$ cat config.mk
export PLATFORM = sky130hd
export DESIGN_NAME = bp_be_dcache_req_arbiter_flat
export DESIGN_NICKNAME = d
export VERILOG_FILES = /design/src/rtl/bp_be_dcache_req_arbiter_if.sv /design/src/rtl/bp_be_dcache_req_arbiter.sv /design/src/flat_wrapper.sv
export SDC_FILE = /design/constraint.sdc
export NUM_CORES = 1
export LEC_CHECK = 0
export BUFFER_PORTS_ARGS = -buffer_cell sky130_fd_sc_hd__buf_2
export CORE_ASPECT_RATIO = 0.5
export CORE_UTILIZATION = 45
export CTS_BUF_LIST = sky130_fd_sc_hd__clkbuf_8
export CTS_CLUSTER_DIAMETER = 150
export CTS_CLUSTER_SIZE = 10
export DETAILED_ROUTE_END_ITERATION = 12
export PLACE_DENSITY = 0.71
export SLEW_MARGIN = 10
export SYNTH_ARGS = -nofsm -noshare
export SYNTH_HDL_FRONTEND = slang
export SYNTH_SLANG_ARGS = --single-unit
$ cat constraint.sdc
create_clock -name clk_i -period 4.3 [get_ports clk_i]
set_input_delay 0.43 -clock clk_i [delete_from_list [all_inputs] [get_ports clk_i]]
set_output_delay 0.43 -clock clk_i [all_outputs]
set_load 0.01 [all_outputs]
$ cat src/rtl/bp_be_dcache_req_arbiter_if.sv
// Handshake bundle shared by the requesters, the dcache request arbiter and
// the dcache/TLB side. Signal names are seen from the arbiter's point of view.
interface bp_be_dcache_req_arbiter_if
   #(parameter int num_req_p    = 2,
     parameter int pkt_width_p  = 32,
     parameter int ptag_width_p = 28,
     parameter int data_width_p = 64)
   ();

   logic [num_req_p*pkt_width_p-1:0]  pkt_i;
   logic [num_req_p*ptag_width_p-1:0] ptag_i;
   logic [num_req_p-1:0]              v_i;
   logic [num_req_p-1:0]              ready_o;
   logic [num_req_p-1:0]              v_o;
   logic [data_width_p-1:0]           data_o;
   logic [pkt_width_p-1:0]            dcache_pkt_o;
   logic                              dcache_v_o;
   logic                              dcache_ready_i;
   logic [ptag_width_p-1:0]           dcache_ptag_o;
   logic                              dcache_v_i;
   logic [data_width_p-1:0]           dcache_data_i;
   logic                              cache_miss_i;

   // Arbiter side of the bundle
   modport slave (
      input  pkt_i, ptag_i, v_i, dcache_ready_i, dcache_v_i, dcache_data_i, cache_miss_i,
      output ready_o, v_o, data_o, dcache_pkt_o, dcache_v_o, dcache_ptag_o
   );

   // Environment side (requesters plus dcache)
   modport master (
      output pkt_i, ptag_i, v_i, dcache_ready_i, dcache_v_i, dcache_data_i, cache_miss_i,
      input  ready_o, v_o, data_o, dcache_pkt_o, dcache_v_o, dcache_ptag_o
   );

endinterface

$ cat src/rtl/bp_be_dcache_req_arbiter.sv
// Round-robin arbiter sharing one dcache request port among several
// requesters. Every granted request is remembered in a small circular buffer
// so its response can be steered back to the requester that issued it, and so
// that after a dcache miss the squashed requests can be replayed in their
// original order before any new request is granted.
module bp_be_dcache_req_arbiter
   #(parameter int num_req_p    = 2,
     parameter int pkt_width_p  = 32,
     parameter int ptag_width_p = 28,
     parameter int data_width_p = 64,
     parameter int els_p        = 4)
   (input logic                     clk_i,
    input logic                     reset_i,
    bp_be_dcache_req_arbiter_if.slave arb_if);

   localparam int id_w  = (num_req_p > 1) ? $clog2(num_req_p) : 1;
   localparam int ptr_w = (els_p > 1) ? $clog2(els_p) : 1;
   localparam int cnt_w = $clog2(els_p + 1);

   typedef enum logic {NORMAL, REPLAY} state_e;

   // Registered state
   state_e             state_q, state_d;
   logic [ptr_w-1:0]   head_q, head_d;
   logic [ptr_w-1:0]   tail_q, tail_d;
   logic [ptr_w-1:0]   rp_q, rp_d;
   logic [cnt_w-1:0]   count_q, count_d;
   logic [cnt_w-1:0]   pending_q, pending_d;
   logic [id_w-1:0]    rrPtr_q, rrPtr_d;
   logic [ptag_width_p-1:0] ptagOut_q, ptagOut_d;

   // In-flight / replay storage
   logic [id_w-1:0]         id_q   [els_p];
   logic [pkt_width_p-1:0]  pkt_q  [els_p];
   logic [ptag_width_p-1:0] ptag_q [els_p];

   // Per-requester views of the flattened request buses
   logic [pkt_width_p-1:0]  reqPkt  [num_req_p];
   logic [ptag_width_p-1:0] reqPtag [num_req_p];

   // Combinational control
   logic              winnerFound;
   logic [id_w-1:0]   winnerIdx;
   logic [id_w-1:0]   candIdx;
   int                scanIdx;
   logic              bufFull;
   logic              missNow;
   logic              retire;
   logic              issueOk;
   logic              replayValid;
   logic              newAccept;
   logic              replayAccept;
   logic [num_req_p-1:0]    readyVec;
   logic [num_req_p-1:0]    respVec;
   logic [pkt_width_p-1:0]  issuePkt;
   logic [data_width_p-1:0] respData;

   function automatic logic [ptr_w-1:0] ptrInc(input logic [ptr_w-1:0] p);
      return (p == ptr_w'(els_p - 1)) ? '0 : p + 1'b1;
   endfunction

   for (genvar g = 0; g < num_req_p; g++) begin : g_unpack
      assign reqPkt[g]  = arb_if.pkt_i[g*pkt_width_p +: pkt_width_p];
      assign reqPtag[g] = arb_if.ptag_i[g*ptag_width_p +: ptag_width_p];
   end

   // Pick the first valid requester after the last winner, wrapping around
   always_comb begin
      winnerFound = 1'b0;
      winnerIdx   = '0;
      candIdx     = '0;
      scanIdx     = 0;
      for (int k = 1; k <= num_req_p; k++) begin
         scanIdx = (int'(rrPtr_q) + k) % num_req_p;
         candIdx = id_w'(scanIdx);
         if (!winnerFound && arb_if.v_i[candIdx]) begin
            winnerFound = 1'b1;
            winnerIdx   = candIdx;
         end
      end
   end

   // Decide what may issue, retire or be replayed this cycle
   always_comb begin
      bufFull      = (count_q == cnt_w'(els_p));
      missNow      = arb_if.cache_miss_i;
      retire       = arb_if.dcache_v_i & ~missNow & (count_q != '0) & ~reset_i;
      issueOk      = (state_q == NORMAL) & ~bufFull & ~missNow & ~reset_i;
      replayValid  = (state_q == REPLAY) & (pending_q != '0) & ~missNow & ~reset_i;
      newAccept    = issueOk & winnerFound & arb_if.dcache_ready_i;
      replayAccept = replayValid & arb_if.dcache_ready_i;
   end

   // Build the requester-facing grant/response vectors and the dcache packet
   always_comb begin
      readyVec = '0;
      respVec  = '0;
      issuePkt = reqPkt[winnerIdx];
      respData = arb_if.dcache_data_i;
      if (newAccept) begin
         readyVec[winnerIdx] = 1'b1;
      end
      if (retire) begin
         respVec[id_q[head_q]] = 1'b1;
      end
      if (state_q == REPLAY) begin
         issuePkt = pkt_q[rp_q];
      end
   end

   assign arb_if.ready_o       = readyVec;
   assign arb_if.v_o           = respVec;
   assign arb_if.data_o        = respData;
   assign arb_if.dcache_pkt_o  = issuePkt;
   assign arb_if.dcache_v_o    = (issueOk & winnerFound) | replayValid;
   assign arb_if.dcache_ptag_o = ptagOut_q;

   // Next-state for pointers, occupancy, round-robin and the replay sequencer
   always_comb begin
      state_d   = state_q;
      head_d    = head_q;
      tail_d    = tail_q;
      rp_d      = rp_q;
      pending_d = pending_q;
      rrPtr_d   = rrPtr_q;
      ptagOut_d = ptagOut_q;
      count_d   = count_q + cnt_w'(newAccept) - cnt_w'(retire);
      if (retire) begin
         head_d = ptrInc(head_q);
      end
      if (newAccept) begin
         tail_d    = ptrInc(tail_q);
         rp_d      = ptrInc(tail_q);
         rrPtr_d   = winnerIdx;
         ptagOut_d = reqPtag[winnerIdx];
      end
      if (replayAccept) begin
         rp_d      = ptrInc(rp_q);
         pending_d = pending_q - 1'b1;
         ptagOut_d = ptag_q[rp_q];
      end
      if (missNow) begin
         rp_d      = head_q;
         pending_d = count_q;
         state_d   = REPLAY;
      end else if ((state_q == REPLAY) && (pending_d == '0)) begin
         state_d = NORMAL;
      end
   end

   // Control registers with synchronous reset; reset drops all in-flight entries
   always_ff @(posedge clk_i) begin
      if (reset_i) begin
         state_q   <= NORMAL;
         head_q    <= '0;
         tail_q    <= '0;
         rp_q      <= '0;
         count_q   <= '0;
         pending_q <= '0;
         rrPtr_q   <= id_w'(num_req_p - 1);
         ptagOut_q <= '0;
      end else begin
         state_q   <= state_d;
         head_q    <= head_d;
         tail_q    <= tail_d;
         rp_q      <= rp_d;
         count_q   <= count_d;
         pending_q <= pending_d;
         rrPtr_q   <= rrPtr_d;
         ptagOut_q <= ptagOut_d;
      end
   end

   // Capture each newly granted request at the tail of the buffer
   always_ff @(posedge clk_i) begin
      if (newAccept) begin
         id_q[tail_q]   <= winnerIdx;
         pkt_q[tail_q]  <= reqPkt[winnerIdx];
         ptag_q[tail_q] <= reqPtag[winnerIdx];
      end
   end

   // A result and a miss in the same cycle is an illegal dcache behaviour
   a_no_hit_and_miss: assert property (@(posedge clk_i) disable iff (reset_i)
      !(arb_if.dcache_v_i && arb_if.cache_miss_i));

   // A result can only arrive for a request that is still in flight
   a_no_hit_when_empty: assert property (@(posedge clk_i) disable iff (reset_i)
      !(arb_if.dcache_v_i && (count_q == '0)));

endmodule

$ cat src/flat_wrapper.sv
// flat-port wrapper written by rule: the top's interface ports become plain ports
module bp_be_dcache_req_arbiter_flat 
#(parameter int num_req_p    = 2,
     parameter int pkt_width_p  = 32,
     parameter int ptag_width_p = 28,
     parameter int data_width_p = 64,
     parameter int els_p        = 4)
  (clk_i, reset_i, arb_if_pkt_i, arb_if_ptag_i, arb_if_v_i, arb_if_dcache_ready_i, arb_if_dcache_v_i, arb_if_dcache_data_i, arb_if_cache_miss_i, arb_if_ready_o, arb_if_v_o, arb_if_data_o, arb_if_dcache_pkt_o, arb_if_dcache_v_o, arb_if_dcache_ptag_o);
  bp_be_dcache_req_arbiter_if #(.num_req_p(num_req_p), .pkt_width_p(pkt_width_p), .ptag_width_p(ptag_width_p), .data_width_p(data_width_p)) arb_if_i ();
  input logic clk_i;
  input logic reset_i;
  input wire logic [$bits(arb_if_i.pkt_i)-1:0] arb_if_pkt_i;
  input wire logic [$bits(arb_if_i.ptag_i)-1:0] arb_if_ptag_i;
  input wire logic [$bits(arb_if_i.v_i)-1:0] arb_if_v_i;
  input wire logic [$bits(arb_if_i.dcache_ready_i)-1:0] arb_if_dcache_ready_i;
  input wire logic [$bits(arb_if_i.dcache_v_i)-1:0] arb_if_dcache_v_i;
  input wire logic [$bits(arb_if_i.dcache_data_i)-1:0] arb_if_dcache_data_i;
  input wire logic [$bits(arb_if_i.cache_miss_i)-1:0] arb_if_cache_miss_i;
  output wire logic [$bits(arb_if_i.ready_o)-1:0] arb_if_ready_o;
  output wire logic [$bits(arb_if_i.v_o)-1:0] arb_if_v_o;
  output wire logic [$bits(arb_if_i.data_o)-1:0] arb_if_data_o;
  output wire logic [$bits(arb_if_i.dcache_pkt_o)-1:0] arb_if_dcache_pkt_o;
  output wire logic [$bits(arb_if_i.dcache_v_o)-1:0] arb_if_dcache_v_o;
  output wire logic [$bits(arb_if_i.dcache_ptag_o)-1:0] arb_if_dcache_ptag_o;
  assign arb_if_i.pkt_i = arb_if_pkt_i;
  assign arb_if_i.ptag_i = arb_if_ptag_i;
  assign arb_if_i.v_i = arb_if_v_i;
  assign arb_if_i.dcache_ready_i = arb_if_dcache_ready_i;
  assign arb_if_i.dcache_v_i = arb_if_dcache_v_i;
  assign arb_if_i.dcache_data_i = arb_if_dcache_data_i;
  assign arb_if_i.cache_miss_i = arb_if_cache_miss_i;
  assign arb_if_ready_o = arb_if_i.ready_o;
  assign arb_if_v_o = arb_if_i.v_o;
  assign arb_if_data_o = arb_if_i.data_o;
  assign arb_if_dcache_pkt_o = arb_if_i.dcache_pkt_o;
  assign arb_if_dcache_v_o = arb_if_i.dcache_v_o;
  assign arb_if_dcache_ptag_o = arb_if_i.dcache_ptag_o;
  bp_be_dcache_req_arbiter #(.num_req_p(num_req_p), .pkt_width_p(pkt_width_p), .ptag_width_p(ptag_width_p), .data_width_p(data_width_p), .els_p(els_p)) u_core (.clk_i(clk_i), .reset_i(reset_i), .arb_if(arb_if_i));
endmodule
==> impl_metrics.py, run 1 <==
metrics = {
    "outcome": {
        "status": "complete, no violations",
    },
    "setup_path": {
        "cp_top_family": "buffers and inverters",
        "cp_num_buf_inv": 2,
        "startpoint_type": "flop",
        "cpMaxStageDelayCell": "dfxtp_2",
        "critPathCaptureType": "output pin",
        "cpPeakStageDelay_ps": 900,
        "critPathKind": "flop to output pin",
        "crit_required_ps": 3870,
        "worstPathArrival_ps": 2830,
        "crit_top_cell": "nor2_1",
        "cp_cell_sequence": "inv_1 -> nor2_1 -> nor2_1 -> buf_2",
        "cp_max_fo": 39,
    },
    "timing": {
        "hold_slack_ps": 279,
        "tightest_slew_ps": 1180,
        "grt_setup_unrepaired": "no",
        "finalMaxSlewViolations": 0,
        "hold_violations": 0,
        "finClkSkew_ps": 30.3,
        "max_slew_margin_pct": 21.1,
        "setup_violations": 0,
        "fmax_ghz": 0.307,
        "layout_min_cycle_time_ps": 3260,
        "fin_crit_sh_pct": 75.8,
        "fin_setup_tns_ps": 0,
        "worst_slack_ps": 1040,
    },
    "routing": {
        "routed_wl_um": 26900,
        "post_drt_wl_per_cell_um": 20.6,
        "drc_errors": 0,
        "num_vias": 6930,
        "antenna_left": 0,
        "vias_per_cell": 5.31,
        "drt_first_pass_iters": 5,
        "drt_iter0_markers": 491,
    },
    "global_routing": {
        "grt_use_total_pct": 18.9,
        "grt_pass1_vias": 7421,
        "grt_antenna_before_repair": 0,
        "grt_pass1_wl_um": 41200,
        "grt_max_degree": 62,
        "overflow": 0,
    },
    "clock_network": {
        "cts_setup_buffers": 0,
        "clk_latency_ps": 520,
        "cts_hold_buf": 0,
        "cts-root-buf": "clkbuf_8",
        "cts_num_sinks": 290,
        "cts.clk_slew.worst_paths_ps": 80,
        "cts_resized": 0,
        "numCtsBuffers": 34,
        "cts_tree": "done",
        "cts_buffer_depth": 3,
        "h-tree-depth": 2,
    },
    "die": {
        "start_util_pct": 46.6,
        "die_area_um2": 28600,
        "fp.dieW_um": 238,
        "design.core.area_um2": 26900,
        "placementRows": 42,
        "die_y_um": 120,
        "io_pins": 320,
    },
    "power_and_ir_drop": {
        "peakVddDrop_uv": 156,
        "pwr-share-comb_pct": 9.8,
        "power_density_nw_per_um2": 386,
        "p_leak_uw": 0.00504,
        "power.internal_uw": 4150,
        "power_switching_uw": 1250,
        "p_seq_share_pct": 58.6,
        "p_clk_share_pct": 31.6,
        "switching_share_pct": 23.2,
    },
    "synthesis": {
        "ys_top_cells_by_area": "edfxtp_1 (58%), mux4_2 (11%), dfxtp_1 (7.3%)",
        "synth_cell_types": 41,
        "synth_area_um2": 12500,
        "ys_ff_latch": 290,
        "syn_area_per_cell_um2": 15.9,
        "ys_seq_area_share_pct": 65.8,
        "synthDominantCellAreaShare_pct": 58.5,
        "ys.warnings.count": 0,
        "synth_area_leader_cell": "edfxtp_1",
        "syn-num-nets": 991,
        "syn-instance-count": 789,
    },
    "placement": {
        "globalplace.congestion": 0.806,
        "io_buffers": 191,
        "dpl.hpwl_um": 17400,
        "dp_cells": 1252,
        "detailedPlace.worstSlack_ps": 1010,
    },
    "final_layout": {
        "final_common_cell": "edfxtp_1",
        "fin_cells": 1306,
        "diodes": 0,
        "syn_to_final_growth_pct": 11.4,
        "drive_gt1_share_pct": 39.9,
        "fin_nets": 1116,
        "layout_common_cells": "edfxtp_1 (244), buf_2 (191), nor2_1 (110)",
    },
    "flow_run": {
        "max-cap-violations": 0,
    },
    "hold_path": {
        "hold_class": "primary input to flop",
    },
}
[state kept, by name (all words and copies together), names as in the netlist, 3 cells and up, named ones only]
signal / cells
u_core.count_q: 3
u_core.pending_q: 3
u_core.pkt_q: 128
u_core.id_q: 4
u_core.ptag_q: 112
u_core.arb_if.dcache_ptag_o: 28
[power groups by stage]
stage / logic, µW / clock network [µW] / registers [µW]
floorplan: 416 / 0 / 3190
global placement: 521 / 0 / 3220
detailed placement: 535 / 0 / 3230
CTS: 537 / 1730 / 3160
global route: 578 / 1850 / 3170
finish: 527 / 1710 / 3160
[cells in the mapped netlist]
cell type / number
nand2b_1: 2
nor2_1: 110
and2_0: 1
inv_1: 11
nand4bb_1: 1
mux4_2: 61
mux2_2: 61
or3b_2: 1
nand3b_1: 2
nand2_1: 7
o311ai_0: 1
fa_1: 1
nor3_1: 11
dfxtp_1: 46
and2_1: 6
ha_1: 10
a21boi_0: 1
nand3_1: 1
nor3b_1: 1
a31oi_1: 1
xor2_1: 1
or4b_4: 1
mux2i_1: 22
o221ai_1: 2
buf_2: 21
nor4bb_1: 1
o22ai_1: 8
buf_6: 1
clkbuf_1: 20
o31ai_1: 2
nor3b_2: 1
xnor2_1: 1
buf_4: 65
a211oi_1: 21
a21oi_1: 30
edfxtp_1: 244
nor2b_1: 2
nand4_1: 2
o211ai_1: 1
buf_1: 4
a211o_1: 3
[layer usage]
metal  up-vias  GRT usage, %  share of wire [%]
met3        69          3.61                5.9
met5         -             0                  0
met1      3476          21.9                 38
met2       202          35.1                 54
li1       3183             -                  -
met4         0          6.45                2.4
[path summary, 6_finish.rpt]
path                                                     start                              to  slack [ps]  cells past startpoint
worst max register to register               u_core.count_q[1]               u_core.count_q[2]        1410                     10
worst min register to register  u_core.arb_if.dcache_ptag_o[3]  u_core.arb_if.dcache_ptag_o[3]         520                      2
worst max-delay path                            u_core.state_q         arb_if_dcache_pkt_o[31]        1040                      4
worst min-delay path                       arb_if_cache_miss_i             u_core.pending_q[2]         280                      3
[worst reg2reg max path, stage by stage, from the launching register on]
cell and delay, ps:
dfxtp_1 380, o311ai_0 820, inv_1 200, ha_1 350, inv_1 60, ha_1 130
inv_1 50, fa_1 400, xor2_1 170, xnor2_1 140, nor2_1 50
[layout make-up]
| cell class | count | area, µm² |
|---|---|---|
| timing repair buffer | 200 | 1040 |
| clock buffer | 37 | 509 |
| tap | 374 | 468 |
| clock inverter | 17 | 63.8 |
| multi-input combinational | 377 | 3590 |
| inverter | 11 | 41.3 |
| fill | 2237 | 12900 |
| sequential | 290 | 8250 |
[cells by family (layout without fill, tap and decap cells)]
logic type / count (synthesis) / in the layout / synth area share (%)
xor+xnor: 2 / 2 / 0.140
fa+ha+maj: 11 / 11 / 1.16
mux: 144 / 144 / 18.2
flops: 290 / 290 / 65.8
compound gates: 70 / 70 / 3.56
simple gates: 150 / 150 / 5.26
buf+inv: 122 / 265 / 5.87
[per-stage QoR]
stage	cell area, µm²	power (µW)	util (%)
2_1_floorplan	12500	3610	-
3_3_place_gp	13400	3750	49.8
3_5_place_dp	13400	3760	49.8
4_1_cts	14000	5430	51.9
5_1_grt	14000	5600	51.9
6_report	14000	5400	51.9
(Power assumes the default switching activity.)
==> run 2: changes to the inputs <==
ABC_AREA = 1   (was unset)
PLACE_DENSITY = 0.74   (was 0.71)
clock period = 2.8 ns   (was 4.3 ns; I/O delays follow)
==> run 2 against run 1 <==
  * Critical path depth is 3 higher
  * Power rose by 55%
  * Clock power is 50% higher
  * Global-route usage grew 1.9 points
  * Non-clock buffer count rose by 17
  * Register-to-register slack got worse by 730 ps
  * Sequential cell count is the same
  * Synthesized cell count is 63% higher
  * Critical path type unchanged
  * Critical endpoint is now arb_if_dcache_pkt_o[3]
==> impl_metrics.py, run 2 <==
metrics = {
    "outcome": {
        "status": "complete, no violations",
    },
    "setup_path": {
        "worstPathArrival_ps": 2360,
        "startpoint_type": "flop",
        "ff2ff_setup_slack_ps": 680,
        "rr_startpoint": "u_core.count_q[1]",
        "cp_max_fo": 41,
        "critPathKind": "flop to output pin",
        "timing.rr.end": "u_core.count_q[2]",
        "critPathCaptureType": "output pin",
        "ff2ff_path_depth": 10,
        "cp_cell_sequence": "nand2_1 -> nand2_2 -> inv_2 -> or2_2 -> o21ai_0 -> o21ai_0 -> buf_2",
        "crit_end": "arb_if_dcache_pkt_o[3]",
        "cp_top_family": "buffers and inverters",
        "cpMaxStageDelayCell": "inv_2",
        "crit_required_ps": 2520,
        "cpPeakStageDelay_ps": 450,
        "cp_num_buf_inv": 2,
        "crit_top_cell": "o21ai_0",
        "startpoint": "u_core.rrPtr_q",
        "worst-path-stages": 7,
    },
    "placement": {
        "dpl.hpwl_um": 20100,
        "detailedPlace.worstSlack_ps": 447,
        "globalplace.congestion": 0.827,
        "dp_cells": 1748,
        "io_buffers": 191,
        "post_dp_cell_area_um2": 13900,
    },
    "final_layout": {
        "seq_area_um2": 8250,
        "syn_to_final_growth_pct": 10.7,
        "drive_gt1_share_pct": 21.2,
        "fin_nets": 1604,
        "largest_reg_flops": 128,
        "fin_cells": 1804,
        "final_common_cell": "edfxtp_1",
        "layout_common_cells": "edfxtp_1 (244), nor2_1 (216), nand2_1 (209)",
        "multi_input_area_um2": 3720,
        "top_register": "u_core.pkt_q",
        "n_fill_cell": 2458,
        "finalInstanceArea_um2": 14500,
    },
    "clock_network": {
        "cts.clk_slew.worst_paths_ps": 80,
        "cts_buffer_depth": 3,
        "cts-root-buf": "clkbuf_8",
        "cts_setup_buffers": 0,
        "cts_num_sinks": 290,
        "cts_hold_buf": 0,
        "h-tree-depth": 2,
        "clk_latency_ps": 510,
        "numCtsBuffers": 34,
        "cts_tree": "done",
    },
    "synthesis": {
        "yosys-top-cells-count": "edfxtp_1 (244), nor2_1 (220), nand2_1 (209)",
        "synth_area_um2": 13100,
        "syn-instance-count": 1288,
        "ys_top_cells_by_area": "edfxtp_1 (56%), o21ai_0 (7.9%), dfxtp_1 (7.0%)",
        "syn_area_per_cell_um2": 10.1,
        "synth_cell_types": 36,
        "synth_area_leader_cell": "edfxtp_1",
        "synth_edf_count": 244,
        "ys_async_sr_fraction_pct": 0,
        "ys_seq_area_share_pct": 63.1,
        "syn-num-nets": 1490,
        "synth.most_common_cell": "edfxtp_1",
        "ys.warnings.count": 0,
        "synthDominantCellAreaShare_pct": 56.1,
        "ys_ff_latch": 290,
        "synth-main-ff-cell": "edfxtp_1",
    },
    "timing": {
        "finalMaxSlewViolations": 0,
        "fin_crit_sh_pct": 94.3,
        "setup_violations": 0,
        "hold_violations": 0,
        "max_slew_margin_pct": 56.3,
        "fmax_ghz": 0.379,
        "fin_setup_tns_ps": 0,
        "hold_slack_ps": 53.2,
        "grt_setup_unrepaired": "no",
        "worst_slack_ps": 160,
        "finClkSkew_ps": 16.5,
        "layout_min_cycle_time_ps": 2640,
        "tightest_slew_ps": 655,
    },
    "routing": {
        "drt_first_pass_iters": 5,
        "vias_per_cell": 5.27,
        "routed_wl_um": 31700,
        "drc_errors": 0,
        "post_drt_wl_per_cell_um": 17.6,
        "antenna_left": 0,
        "num_vias": 9504,
        "drt_iter0_markers": 694,
    },
    "global_routing": {
        "grt_max_degree": 95,
        "grt_use_total_pct": 20.8,
        "grt_antenna_before_repair": 1,
        "busiest_layer": "met2",
        "grt_pass1_wl_um": 48400,
        "grt_use_met3_pct": 3.59,
        "met1_usage_pct": 24.2,
        "grt_pass1_vias": 9336,
        "use_met2_pct": 37.9,
        "overflow": 0,
    },
    "power_and_ir_drop": {
        "p_leak_uw": 0.00571,
        "power_density_nw_per_um2": 577,
        "peakVddDrop_uv": 263,
    },
    "hold_path": {
        "worst_hold_startpoint": "reset_i",
        "hold_class": "primary input to flop",
    },
    "die": {
        "start_util_pct": 46.4,
        "die_y_um": 123,
        "io_pins": 320,
        "fp.dieW_um": 243,
        "placementRows": 43,
        "design.core.area_um2": 28100,
        "die_area_um2": 29800,
    },
    "flow_run": {
        "max-cap-violations": 0,
    },
}
run 2: through the flow:
stage | utilization, % | total power, µW
after global routing | 51.4 | 8700
after detailed placement | 49.4 | 5880
after global placement | 49.4 | 5840
after CTS | 51.4 | 8400
after floorplan | - | 5610
final | 51.4 | 8350
run 2: report_power, final:
part           leakage (µW)  switching (µW)  internal [µW]  total (µW)
registers           0.00257            45.5           4800        4840
clock network      0.000353            1410           1150        2560
logic               0.00278             614            330         944
run 2: worst min path at each step:
stage,endpoint,depth (start not counted)
floorplan,u_core.count_q[1],1
global placement,u_core.rrPtr_q,2
detailed placement,u_core.rrPtr_q,2
CTS,u_core.count_q[1],2
global route,u_core.count_q[0],2
finish,u_core.count_q[1],2
run 2: area by class of cell:
type / instances / area share [%]
flip-flops and latches: 290 / 57.1
repair buffers: 217 / 8.31
well taps: 382 / 3.30
multi-input cells: 794 / 25.7
clock buffers: 35 / 3.33
diodes: 1 / 0.0173
inverters: 65 / 1.71
clock inverters: 20 / 0.545
run 2: logic make-up (layout without fill, tap and decap cells):
logic type,Yosys count,after routing,share of synthesized area [%]
adder cells (fa/ha/maj),11,11,1.11
AO/OA/AOI/OAI,274,274,10.9
AND/OR/NAND/NOR,507,507,16.1
XOR/XNOR,2,2,0.134
buffers and inverters,204,337,8.67
flip-flops,290,290,63.1
other,0,1,0
run 2: layer usage:
layer | part of all wire [%] | vias to the layer above | wire length [µm]
li1 | - | 4519 | -
met1 | 39 | 4595 | 12400
met5 | 0 | - | 0
met4 | 4.0 | 0 | 1260
met3 | 5.7 | 94 | 1810
met2 | 51 | 296 | 16200
run 2: timing repair:
action | 4_1_cts | 5_1_grt
endpoints found under the hold margin | 0 | 0
endpoints found under the setup margin | 0 | 5
resized for setup | 0 | 1
